$ cat src/rtl/lap_pkg.sv
// rtl/lap_pkg.sv - shared types and widths for the lap register bank
package lap_pkg;

   localparam int EPOCH_W   = 18;
   localparam int M_EPOCH_W = 10;
   localparam int LAP_W     = EPOCH_W + M_EPOCH_W;

   typedef enum logic [2:0] {
      ST_IDLE,
      ST_WRITE,
      ST_READ,
      ST_WIPE,
      ST_DONE
   } lap_state_t;

   typedef struct packed {
      logic [EPOCH_W-1:0]   epoch;
      logic [M_EPOCH_W-1:0] m_epoch;
   } lap_t;

endpackage

$ cat src/rtl/lap_ram.sv
// rtl/lap_ram.sv - DEPTH x LAP_W lap storage, synchronous write, registered read
module lap_ram
   import lap_pkg::*;
#(
   parameter int DEPTH = 8,
   parameter int AW    = $clog2(DEPTH)
) (
   input  logic          clock,
   input  logic          wr_en,
   input  logic [AW-1:0] wr_addr,
   input  lap_t          wr_data,
   input  logic [AW-1:0] rd_addr,
   output lap_t          rd_data
);

   lap_t mem [DEPTH];

   // Contents are never reset; stale slots are hidden by lap_valid upstream.
   always_ff @(posedge clock) begin
      if (wr_en) begin
         mem[wr_addr] <= wr_data;
      end
      rd_data <= mem[rd_addr];
   end

endmodule

$ cat src/rtl/lap_register_bank.sv
// rtl/lap_register_bank.sv - lap capture/playback/wipe stage; LAP_OVERWRITE_EN lets a save while full replace the oldest lap
module lap_register_bank
   import lap_pkg::*;
#(
   parameter  int DEPTH = 8,
   localparam int AW    = $clog2(DEPTH)
) (
   input  logic                 clock,
   input  logic                 reset_n,
   input  logic                 save,
   input  logic                 retrieve,
   input  logic                 clear,
   input  logic [EPOCH_W-1:0]   epoch,
   input  logic [M_EPOCH_W-1:0] m_epoch,
   output logic                 busy,
   output logic                 lap_valid,
   output logic [EPOCH_W-1:0]   lap_epoch,
   output logic [M_EPOCH_W-1:0] lap_m_epoch,
   output logic [AW-1:0]        lap_index,
   output logic [AW:0]          count,
   output logic                 full
);

   lap_state_t    state;
   lap_state_t    state_next;
   logic          save_q;
   logic          retrieve_q;
   logic          clear_q;
   logic          save_rise;
   logic          retrieve_rise;
   logic          clear_rise;
   logic          any_rise;
   logic          write_ok;
   logic          wipe_last;
   logic [AW-1:0] wr_ptr;
   logic [AW-1:0] rd_ptr;
   logic [AW-1:0] wipe_idx;
   logic [AW-1:0] oldest;
   lap_t          wr_hold;
   lap_t          ram_wr_data;
   lap_t          ram_rd_data;
   logic [AW-1:0] ram_wr_addr;
   logic          ram_wr_en;

   assign save_rise     = save & ~save_q;
   assign retrieve_rise = retrieve & ~retrieve_q;
   assign clear_rise    = clear & ~clear_q;
   assign any_rise      = save_rise | retrieve_rise | clear_rise;

   assign busy = (state != ST_IDLE) | ((state == ST_IDLE) & any_rise);

`ifdef LAP_OVERWRITE_EN
   assign write_ok = 1'b1;
`else
   assign write_ok = ~full;
`endif

   assign wipe_last = (wipe_idx == AW'(DEPTH - 1));
   assign oldest    = wr_ptr - count[AW-1:0];

   assign ram_wr_en   = ((state == ST_WRITE) & write_ok) | (state == ST_WIPE);
   assign ram_wr_addr = (state == ST_WIPE) ? wipe_idx : wr_ptr;
   assign ram_wr_data = (state == ST_WIPE) ? '0 : wr_hold;

   lap_ram #(
      .DEPTH (DEPTH),
      .AW    (AW)
   ) u_ram (
      .clock   (clock),
      .wr_en   (ram_wr_en),
      .wr_addr (ram_wr_addr),
      .wr_data (ram_wr_data),
      .rd_addr (rd_ptr),
      .rd_data (ram_rd_data)
   );

   always_comb begin
      state_next = state;
      case (state)
         ST_IDLE: begin
            if (clear_rise) begin
               state_next = ST_WIPE;
            end else if (save_rise) begin
               state_next = ST_WRITE;
            end else if (retrieve_rise) begin
               state_next = (count != '0) ? ST_READ : ST_DONE;
            end
         end
         ST_WRITE: state_next = ST_DONE;
         ST_READ:  state_next = ST_DONE;
         ST_WIPE:  state_next = wipe_last ? ST_DONE : ST_WIPE;
         ST_DONE:  state_next = ST_IDLE;
         default:  state_next = ST_IDLE;
      endcase
   end

   // History resets high so a command level already asserted at reset release is not taken as a new edge.
   always_ff @(posedge clock or negedge reset_n) begin
      if (!reset_n) begin
         state       <= ST_IDLE;
         save_q      <= 1'b1;
         retrieve_q  <= 1'b1;
         clear_q     <= 1'b1;
         wr_ptr      <= '0;
         rd_ptr      <= '0;
         wipe_idx    <= '0;
         wr_hold     <= '0;
         count       <= '0;
         full        <= 1'b0;
         lap_valid   <= 1'b0;
         lap_epoch   <= '0;
         lap_m_epoch <= '0;
         lap_index   <= '0;
      end else begin
         state      <= state_next;
         save_q     <= save;
         retrieve_q <= retrieve;
         clear_q    <= clear;
         case (state)
            ST_IDLE: begin
               wipe_idx <= '0;
               if (save_rise && !clear_rise) begin
                  wr_hold <= '{epoch: epoch, m_epoch: m_epoch};
               end
            end
            ST_WRITE: begin
               if (write_ok) begin
                  wr_ptr <= wr_ptr + AW'(1);
                  rd_ptr <= wr_ptr;
                  if (!full) begin
                     count <= count + (AW+1)'(1);
                     full  <= (count == (AW+1)'(DEPTH - 1));
                  end
               end
            end
            ST_READ: begin
               lap_epoch   <= ram_rd_data.epoch;
               lap_m_epoch <= ram_rd_data.m_epoch;
               lap_index   <= rd_ptr;
               lap_valid   <= 1'b1;
               // Walk newest to oldest, then wrap back to the newest lap.
               rd_ptr      <= (rd_ptr == oldest) ? (wr_ptr - AW'(1)) : (rd_ptr - AW'(1));
            end
            ST_WIPE: begin
               wipe_idx <= wipe_idx + AW'(1);
               if (wipe_last) begin
                  count       <= '0;
                  full        <= 1'b0;
                  wr_ptr      <= '0;
                  rd_ptr      <= '0;
                  lap_index   <= '0;
                  lap_valid   <= 1'b0;
                  lap_epoch   <= '0;
                  lap_m_epoch <= '0;
               end
            end
            default: ;
         endcase
      end
   end

endmodule

$ cat config.mk
export PLATFORM = sky130hd
export DESIGN_NAME = lap_register_bank
export DESIGN_NICKNAME = d
export VERILOG_FILES = /design/src/rtl/lap_pkg.sv /design/src/rtl/lap_ram.sv /design/src/rtl/lap_register_bank.sv
export SDC_FILE = /design/constraint.sdc
export NUM_CORES = 1
export LEC_CHECK = 0
export BUFFER_PORTS_ARGS = -buffer_cell sky130_fd_sc_hd__buf_2
export CAP_MARGIN = 10
export CORE_UTILIZATION = 55
export CTS_CLUSTER_DIAMETER = 150
export DETAILED_ROUTE_END_ITERATION = 8
export GPL_ROUTABILITY_DRIVEN = 0
export PLACE_DENSITY = 0.81
export SYNTH_ARGS = -nofsm -noshare
export SYNTH_HDL_FRONTEND = slang
export SYNTH_SLANG_ARGS = --single-unit
export TNS_END_PERCENT = 100
$ cat constraint.sdc
create_clock -name clock -period 2.5 [get_ports clock]
set_input_delay 0.125 -clock clock [delete_from_list [all_inputs] [get_ports clock]]
set_output_delay 0.125 -clock clock [all_outputs]
set_load 0.05 [all_outputs]
==> results.cfg, run 1 <==
[run_status]
status = finished, violations left
failed_checks = setup timing

[routing]
ant_nets = 0
drt-vias-per-instance = 5.76
drt_pre_antenna_iters = 5
drc = 0
num_vias = 7003
routedWlPerCell_um = 21.3
drt_iter0_drc = 506
wl_mm = 25.9

[global_routing]
grt-ovfl-total = 0
grt_pass1_wl_mm = 39.5
antenna_found_initial = 0
grt_usage = 0.220
grt_pass1_vias = 7079
grt_max_degree = 61

[timing]
slew_headroom = 0.496
rsz0062_at_grt = true
max_freq_ghz = 0.386
min_period_over_period = 1.04
setup_viol = 1
finalHoldViolations = 0
setup_ws_ns = -0.0914
skew_ns = 0.0115
tightest_slew_ns = 0.755
maxSlewViolCount = 0
period_needed_ns = 2.59

[pwr]
ir_drop_mv = 0.983
leakagePower_nw = 5.85
power_density_mw_per_mm2 = 1310

[yosys]
synth_cell_types = 48
synth_area_sq_mm = 0.0130
synth_top_flop_cell = edfxtp_1
synthArstFlopShare = 0.241
yosysMostFrequentCell = edfxtp_1
seq_area_frac_synth = 0.715
ys_ff_latch = 332
synth.top_cells.by_count = edfxtp_1, nand2_1, dfrtp_1, mux2_2, mux4_1
synthTopCellsByArea = edfxtp_1, dfrtp_1, mux4_1
synth_cells = 740
avgSynthCellArea_sq_um = 17.6
syn_nets = 781
yosysWarningCount = 0
synth_area_leader_cell = edfxtp_1
synth_edf_count = 224
synth_top_area_share = 0.517

[floorplan]
die_area_sq_mm = 0.0243
initial_core_util = 0.567
num_rows = 55
die_h_um = 156
chipWidth_um = 156
coreArea_sq_mm = 0.0229
io_pins = 71

[worst_setup_path]
crit_path_end_kind = flip-flop
cp.arrival_ns = 3.02
crit_path_start_kind = flip-flop
worstPathMaxFanout = 4
cp.required_ns = 2.93
crit_type = reg -> reg

[clock_tree]
clk_latency_ns = 0.51
h-tree-depth = 2
clk_pin_slew_ns = 0.06
clockBufferDepth = 3
clock_sinks = 332
cts_tree = done
root_buffer = clkbuf_16
numCtsBuffers = 34

[finish]
syn2layout_area_growth_pct = 18.6
drive_gt1_frac = 0.280
nets = 918
fillCellCount = 1442
fin_cells = 1215
final_core_util = 0.673
antenna_cells = 0

[placed_design]
port_buffers = 70
dpl.hpwl_mm = 13.8
dp_cells = 1117

[min_path]
min_path_type = in -> async

[job]
drv_cap = 0
registers in the layout, summed over array words and instances, names as in the netlist:
name,count
save_q,1
u_ram.rd_data,28
wr_hold,28
clear_q,1
count,4
state,3
lap_index,3
lap_m_epoch,10
retrieve_q,1
u_ram.mem,224
rd_ptr,3
wipe_idx,3
wr_ptr,3
lap_epoch,18
full,1
lap_valid,1
metrics by stage:
step                      hold WS, ns  instance area, sq um  power (W)  setup TNS, ns  worst slack, ns
after floorplan                -0.171                 13000     0.0131         -28.51           -0.253
after global placement          0.163                 13900     0.0146        -0.0756          -0.0756
after detailed placement        0.166                 13900     0.0149         -0.183           -0.183
after CTS                       0.174                 15400     0.0201        -0.0553          -0.0553
after global routing            0.214                 15400     0.0211         -0.258           -0.205
final                           0.151                 15400     0.0201        -0.0914          -0.0914
cells by family (layout without fill, tap and decap cells):
| logic type | Yosys count | after routing | synth area share |
|---|---|---|---|
| fa+ha+maj | 8 | 8 | 0.00828 |
| compound gates | 35 | 35 | 0.0166 |
| mux | 115 | 115 | 0.161 |
| xor+xnor | 8 | 8 | 0.00597 |
| buf+inv | 46 | 208 | 0.0202 |
| flops | 332 | 332 | 0.715 |
| simple gates | 196 | 196 | 0.0731 |
layout by cell type (no fill, tap or decap), types with 10 or more instances in the layout:
cell type	synthesis	final
and2_1	29	29
buf_12	0	11
buf_2	12	69
buf_4	0	27
clkbuf_16	0	35
dfrtp_1	77	73
dfxtp_1	28	28
dlygate4sd3_1	0	32
edfxtp_1	224	224
mux2_2	52	52
mux4_1	46	46
mux4_2	10	10
nand2_1	78	77
nand3_1	34	34
nor2_1	26	17
o21ai_0	11	11
layer usage:
metal  up-vias  track usage  wire length [um]
met2       286        0.365             12900
li1       3113            -                 -
met4         0       0.0873               695
met1      3556        0.296             10700
met5         -            0                 0
met3        48       0.0347              1540
report_power, final:
part | internal [W] | leakage, nW | switching [W]
sequential | 0.00776 | 3.24 | 0.000575
clock | 0.00288 | 0.527 | 0.00201
combinational | 0.00279 | 2.09 | 0.00411
total | 0.0134 | 5.85 | 0.00669
layout make-up:
class,instances,area [sq um],share of cell area
clock buffers,47,951,0.0617
clock inverters,14,129,0.00836
inverters,8,30.0,0.00195
multi-input cells,362,3530,0.229
flip-flops and latches,332,9300,0.603
well taps,313,392,0.0254
repair buffers,139,1090,0.0706
worst max-delay path, stage by stage (launching register included):
cell	delay, ns
dfrtp_1	0.39
inv_2	0.08
ha_4	0.12
inv_2	0.03
fa_2	0.54
xnor2_1	0.11
nand2_1	0.13
nor2_4	0.15
mux2i_1	0.24
ha_2	0.24
nand2_2	0.08
a2111oi_4	0.28
nor2_1	0.08
nand3_1	0.07
path summary, 6_finish.rpt:
kind / cells past startpoint / from / slack (ns) / to
worst max-delay path: 13 / wr_ptr[0] / -0.09 / rd_ptr[2]
worst min-delay path: 2 / reset_n / 0.15 / wr_hold[8]
worst max register to register: 13 / wr_ptr[0] / -0.09 / rd_ptr[2]
worst min register to register: 2 / u_ram.rd_data[17] / 0.42 / lap_epoch[7]
max in group asynchronous: 3 / reset_n / 1.69 / count[0]
min in group clock: 2 / save / 0.28 / save_q
timing repair:
item	4_1_cts	5_1_grt
endpoints found under the setup margin	1	2
gates resized for setup	10	1
setup buffers	3	2
hold buffers	32	0
endpoints found under the hold margin	69	0
pin swaps	7	2
No activity file was read; power rests on OpenSTA's default activity.
==> run 2, diff against run 1 <==
--- a/config.mk
+++ b/config.mk
@@ -12,6 +12,7 @@
 export DETAILED_ROUTE_END_ITERATION = 8
 export GPL_ROUTABILITY_DRIVEN = 0
 export PLACE_DENSITY = 0.81
+export SKIP_CTS_REPAIR_TIMING = 1
 export SYNTH_ARGS = -nofsm -noshare
 export SYNTH_HDL_FRONTEND = slang
 export SYNTH_SLANG_ARGS = --single-unit
==> results.cfg, run 2 (synthesis gave the netlist of run 1 again) <==
[run_status]
status = finished, violations left
failed_checks = setup timing

[worst_setup_path]
cp.arrival_ns = 2.98
crit_type = reg -> reg
cp.required_ns = 2.88
cp-startpoint = wr_ptr[0]
crit_path_start_kind = flip-flop
crit_path_end_kind = flip-flop
r2r-start = wr_ptr[0]
worstPathMaxFanout = 4

[routing]
drt_pre_antenna_iters = 5
ant_nets = 0
routedWlPerCell_um = 21.2
drt_iter0_drc = 564
drt-vias-per-instance = 5.75
drc = 0
wl_mm = 25.8
num_vias = 6985

[timing]
period_needed_ns = 2.60
max_freq_ghz = 0.384
setup_ws_ns = -0.104
tightest_slew_ns = 0.752
maxSlewViolCount = 0
finalHoldViolations = 0
slew_headroom = 0.499
skew_ns = 0.0103
min_period_over_period = 1.04
rsz0062_at_grt = true
setup_viol = 1
finalSetupTns_ns = -0.104

[pwr]
switching_share = 0.333
p_clk_frac = 0.243
pwr-share-seq = 0.415
power_density_mw_per_mm2 = 1300
p_switching_w = 0.00669
ir_drop_mv = 0.926
power_frac_comb = 0.342
internal_power_w = 0.0134
leakagePower_nw = 5.85
p_total_w = 0.0201

[finish]
largest_register_ffs = 224
regMostFlops = u_ram.mem
nets = 917
drive_gt1_frac = 0.280
fin_area_sq_mm = 0.0154
final_cell_mix = edfxtp_1, nand2_1, dfrtp_1, buf_2, mux2_2
layout_commonest_cell = edfxtp_1
largestRegisters = u_ram.mem x224, u_ram.rd_data x28, wr_hold x28
syn2layout_area_growth_pct = 18.5
antenna_cells = 0

[placed_design]
placed_area_sq_mm = 0.0139
dpl.hpwl_mm = 13.8
port_buffers = 70

[floorplan]
die_area_sq_mm = 0.0243
die_h_um = 156
num_rows = 55
chipWidth_um = 156
initial_core_util = 0.567
io_pins = 71
coreArea_sq_mm = 0.0229

[global_routing]
grt-ovfl-total = 0
grt_usage = 0.215
antenna_found_initial = 0
grt_max_degree = 61
grt_pass1_wl_mm = 38.5
grt_pass1_vias = 6892

[min_path]
min_path_type = in -> async

[job]
drv_cap = 0

[clock_tree]
h-tree-depth = 2
clk_pin_slew_ns = 0.06
clockBufferDepth = 3
cts_tree = done
clock_sinks = 332
clk_latency_ns = 0.50
numCtsBuffers = 34
root_buffer = clkbuf_16
## run 2: per-stage QoR
step	cells	utilization	hold slack, ns	worst slack (ns)
5_1_grt	1214	0.673	0.214	-0.211
4_1_cts	1178	0.655	-0.368	-0.206
3_5_place_dp	1117	0.608	0.166	-0.183
6_report	1214	0.673	0.152	-0.104
3_3_place_gp	1117	0.608	0.163	-0.0756
2_1_floorplan	740	-	-0.171	-0.253
## run 2: power by group through the flow
stage	combinational [W]	clock (W)	sequential, W
final	0.00688	0.00488	0.00833
after global routing	0.00743	0.00518	0.00843
after CTS	0.00655	0.00495	0.00831
after detailed placement	0.00646	0	0.00839
after global placement	0.00628	0	0.00834
after floorplan	0.00397	0	0.00915
## run 2: cell type report
cell class / instances / area, sq um
tap: 313 / 392
timing repair buffer: 138 / 1080
clock buffer: 47 / 951
inverter: 8 / 30.0
fill: 1447 / 7500
multi-input combinational: 362 / 3530
clock inverter: 14 / 129
sequential: 332 / 9300
## run 2: metal layers
metal / track usage / vias to the layer above / wire length, um
li1: - / 3108 / -
met1: 0.291 / 3553 / 10700
met2: 0.353 / 272 / 12900
met3: 0.0358 / 52 / 1480
met4: 0.0794 / 0 / 697
met5: 0 / - / 0
## run 2: path summary, 6_finish.rpt
kind / cells after the start / to / slack, ns
max: 13 / rd_ptr[2] / -0.10
min: 2 / wr_hold[8] / 0.15
max reg2reg: 13 / rd_ptr[2] / -0.10
min reg2reg: 2 / lap_epoch[7] / 0.42
max in group asynchronous: 3 / count[0] / 1.69
min in group clock: 2 / save_q / 0.28
## run 2: critical path, stage by stage, from the launching register on
cell	delay, ns
dfrtp_1	0.39
inv_2	0.09
ha_4	0.13
inv_2	0.03
fa_2	0.53
xnor2_1	0.12
nand2_1	0.13
nor2_4	0.15
mux2i_1	0.24
ha_2	0.24
nor2b_1	0.05
o221a_2	0.22
nor2_1	0.10
nand3_1	0.07
==> run 3, diff against run 2 <==
--- a/config.mk
+++ b/config.mk
@@ -7,6 +7,7 @@
 export LEC_CHECK = 0
 export BUFFER_PORTS_ARGS = -buffer_cell sky130_fd_sc_hd__buf_2
 export CAP_MARGIN = 10
+export CORE_MARGIN = 2
 export CORE_UTILIZATION = 55
 export CTS_CLUSTER_DIAMETER = 150
 export DETAILED_ROUTE_END_ITERATION = 8
==> constraint.sdc (replaced) <==
create_clock -name clock -period 2.3 [get_ports clock]
set_input_delay 0.115 -clock clock [delete_from_list [all_inputs] [get_ports clock]]
set_output_delay 0.115 -clock clock [all_outputs]
set_load 0.05 [all_outputs]
==> results.cfg, run 3 (synthesis gave the netlist of run 1 again) <==
[run_status]
status = finished, violations left
failed_checks = setup timing

[clock_tree]
h-tree-depth = 2
cts_tree = done
root_buffer = clkbuf_16
clockBufferDepth = 3
clock_sinks = 332
clk_latency_ns = 0.51
numCtsBuffers = 35
clk_pin_slew_ns = 0.05

[timing]
maxSlewViolCount = 0
setup_ws_ns = -0.227
max_freq_ghz = 0.396
slew_headroom = 0.472
tightest_slew_ns = 0.784
period_needed_ns = 2.53
min_period_over_period = 1.10
setup_viol = 2
finalSetupTns_ns = -0.279
skew_ns = 0.0233
rsz0062_at_grt = true
finalHoldViolations = 0

[worst_setup_path]
cpMostUsedCell = inv_2
crit_path_start_kind = flip-flop
worstPathMaxFanout = 4
cp.required_ns = 2.72
crit_path_end_kind = flip-flop
worstPathCellList = inv_2, ha_4, inv_2, fa_2, xnor2_1, nand2_1, nor2_4, mux2i_1, ha_2, nand2_2, a2111oi_4, nor2_1, nand3_1
crit_type = reg -> reg
cp_slowest_stage_delay_ns = 0.53
worst_path_max_delay_cell = fa_2
cp.arrival_ns = 2.95

[floorplan]
io_pins = 71
die_area_sq_mm = 0.0249
chipWidth_um = 158
die_h_um = 158
initial_core_util = 0.557
num_rows = 56
coreArea_sq_mm = 0.0233

[finish]
fin_area_sq_mm = 0.0154
nets = 916
antenna_cells = 0
syn2layout_area_growth_pct = 18.6
drive_gt1_frac = 0.286
largestRegisters = u_ram.mem x224, u_ram.rd_data x28, wr_hold x28
layout_commonest_cell = edfxtp_1
largest_register_ffs = 224
regMostFlops = u_ram.mem
final_cell_mix = edfxtp_1, nand2_1, dfrtp_1, buf_2, mux2_2

[global_routing]
grt-ovfl-total = 0
grt_max_degree = 60
grt_pass1_wl_mm = 39.6
grt_usage = 0.215
antenna_found_initial = 0
grt_pass1_vias = 6827

[routing]
routedWlPerCell_um = 21.8
drt_pre_antenna_iters = 6
ant_nets = 0
drt_iter0_drc = 521
drt-vias-per-instance = 5.72
num_vias = 6976
wl_mm = 26.5
drc = 0

[pwr]
ir_drop_mv = 0.918
power_density_mw_per_mm2 = 1410
leakagePower_nw = 5.85

[job]
drv_cap = 0

[placed_design]
dpl.hpwl_mm = 13.7
placed_area_sq_mm = 0.0140
port_buffers = 70

[min_path]
min_path_type = in -> async
==> run 3: changes by cell type in the layout (fill, tap and decap cells not counted), sizes merged <==
cell    before  now
buf        106  104
bufinv       2    1
clkbuf      47   45
clkinv       8   11
inv         10   11
==> run 3: area by class of cell <==
class	count	area (sq um)
multi-input combinational	362	3550
clock buffer	45	943
fill	1505	7910
tap	319	399
inverter	8	30.0
clock inverter	17	124
sequential	332	9300
timing repair buffer	136	1080
==> run 3: worst paths after layout <==
path / from / end / slack [ns] / cells past startpoint
setup / recovery: wr_ptr[0] / rd_ptr[2] / -0.23 / 13
hold / removal: reset_n / wr_hold[3] / 0.13 / 2
setup reg to reg: wr_ptr[0] / rd_ptr[2] / -0.23 / 13
hold reg to reg: u_ram.rd_data[22] / lap_epoch[12] / 0.40 / 2
max in group asynchronous: reset_n / save_q / 1.50 / 3
min in group clock: save / save_q / 0.27 / 2
==> run 3: where the power goes <==
group | total, W | switching (W) | internal [W]
Clock | 0.00526 | 0.00223 | 0.00303
Sequential | 0.00906 | 0.000621 | 0.00843
Combinational | 0.00747 | 0.00448 | 0.00299
Total | 0.0218 | 0.00733 | 0.0145
==> run 3: stage by stage <==
| step | setup WS, ns | hold WS, ns | util | power (W) | cells |
|---|---|---|---|---|---|
| 2_1_floorplan | -0.361 | -0.181 | - | 0.0143 | 740 |
| 3_3_place_gp | -0.253 | 0.122 | 0.599 | 0.0160 | 1124 |
| 3_5_place_dp | -0.342 | 0.128 | 0.599 | 0.0163 | 1124 |
| 4_1_cts | -0.349 | -0.405 | 0.644 | 0.0217 | 1186 |
| 5_1_grt | -0.393 | 0.177 | 0.661 | 0.0228 | 1219 |
| 6_report | -0.227 | 0.130 | 0.661 | 0.0218 | 1219 |
==> run 3: worst max-delay path: cells and delay by family, from the launching register on <==
family	cells	cell delay, ns
fa+ha+maj	3	0.89
buf+inv	2	0.11
xor+xnor	1	0.11
compound gates	1	0.29
simple gates	5	0.46
mux	1	0.21
flops	1	0.38
==> run 3: layer usage <==
metal / up-vias / GRT usage / routed length, um / part of all wire
li1: 3105 / - / - / -
met1: 3557 / 0.299 / 11100 / 0.42
met5: - / 0 / 0 / 0
met3: 54 / 0.0361 / 1550 / 0.059
met4: 0 / 0.0727 / 698 / 0.026
met2: 260 / 0.350 / 13200 / 0.50
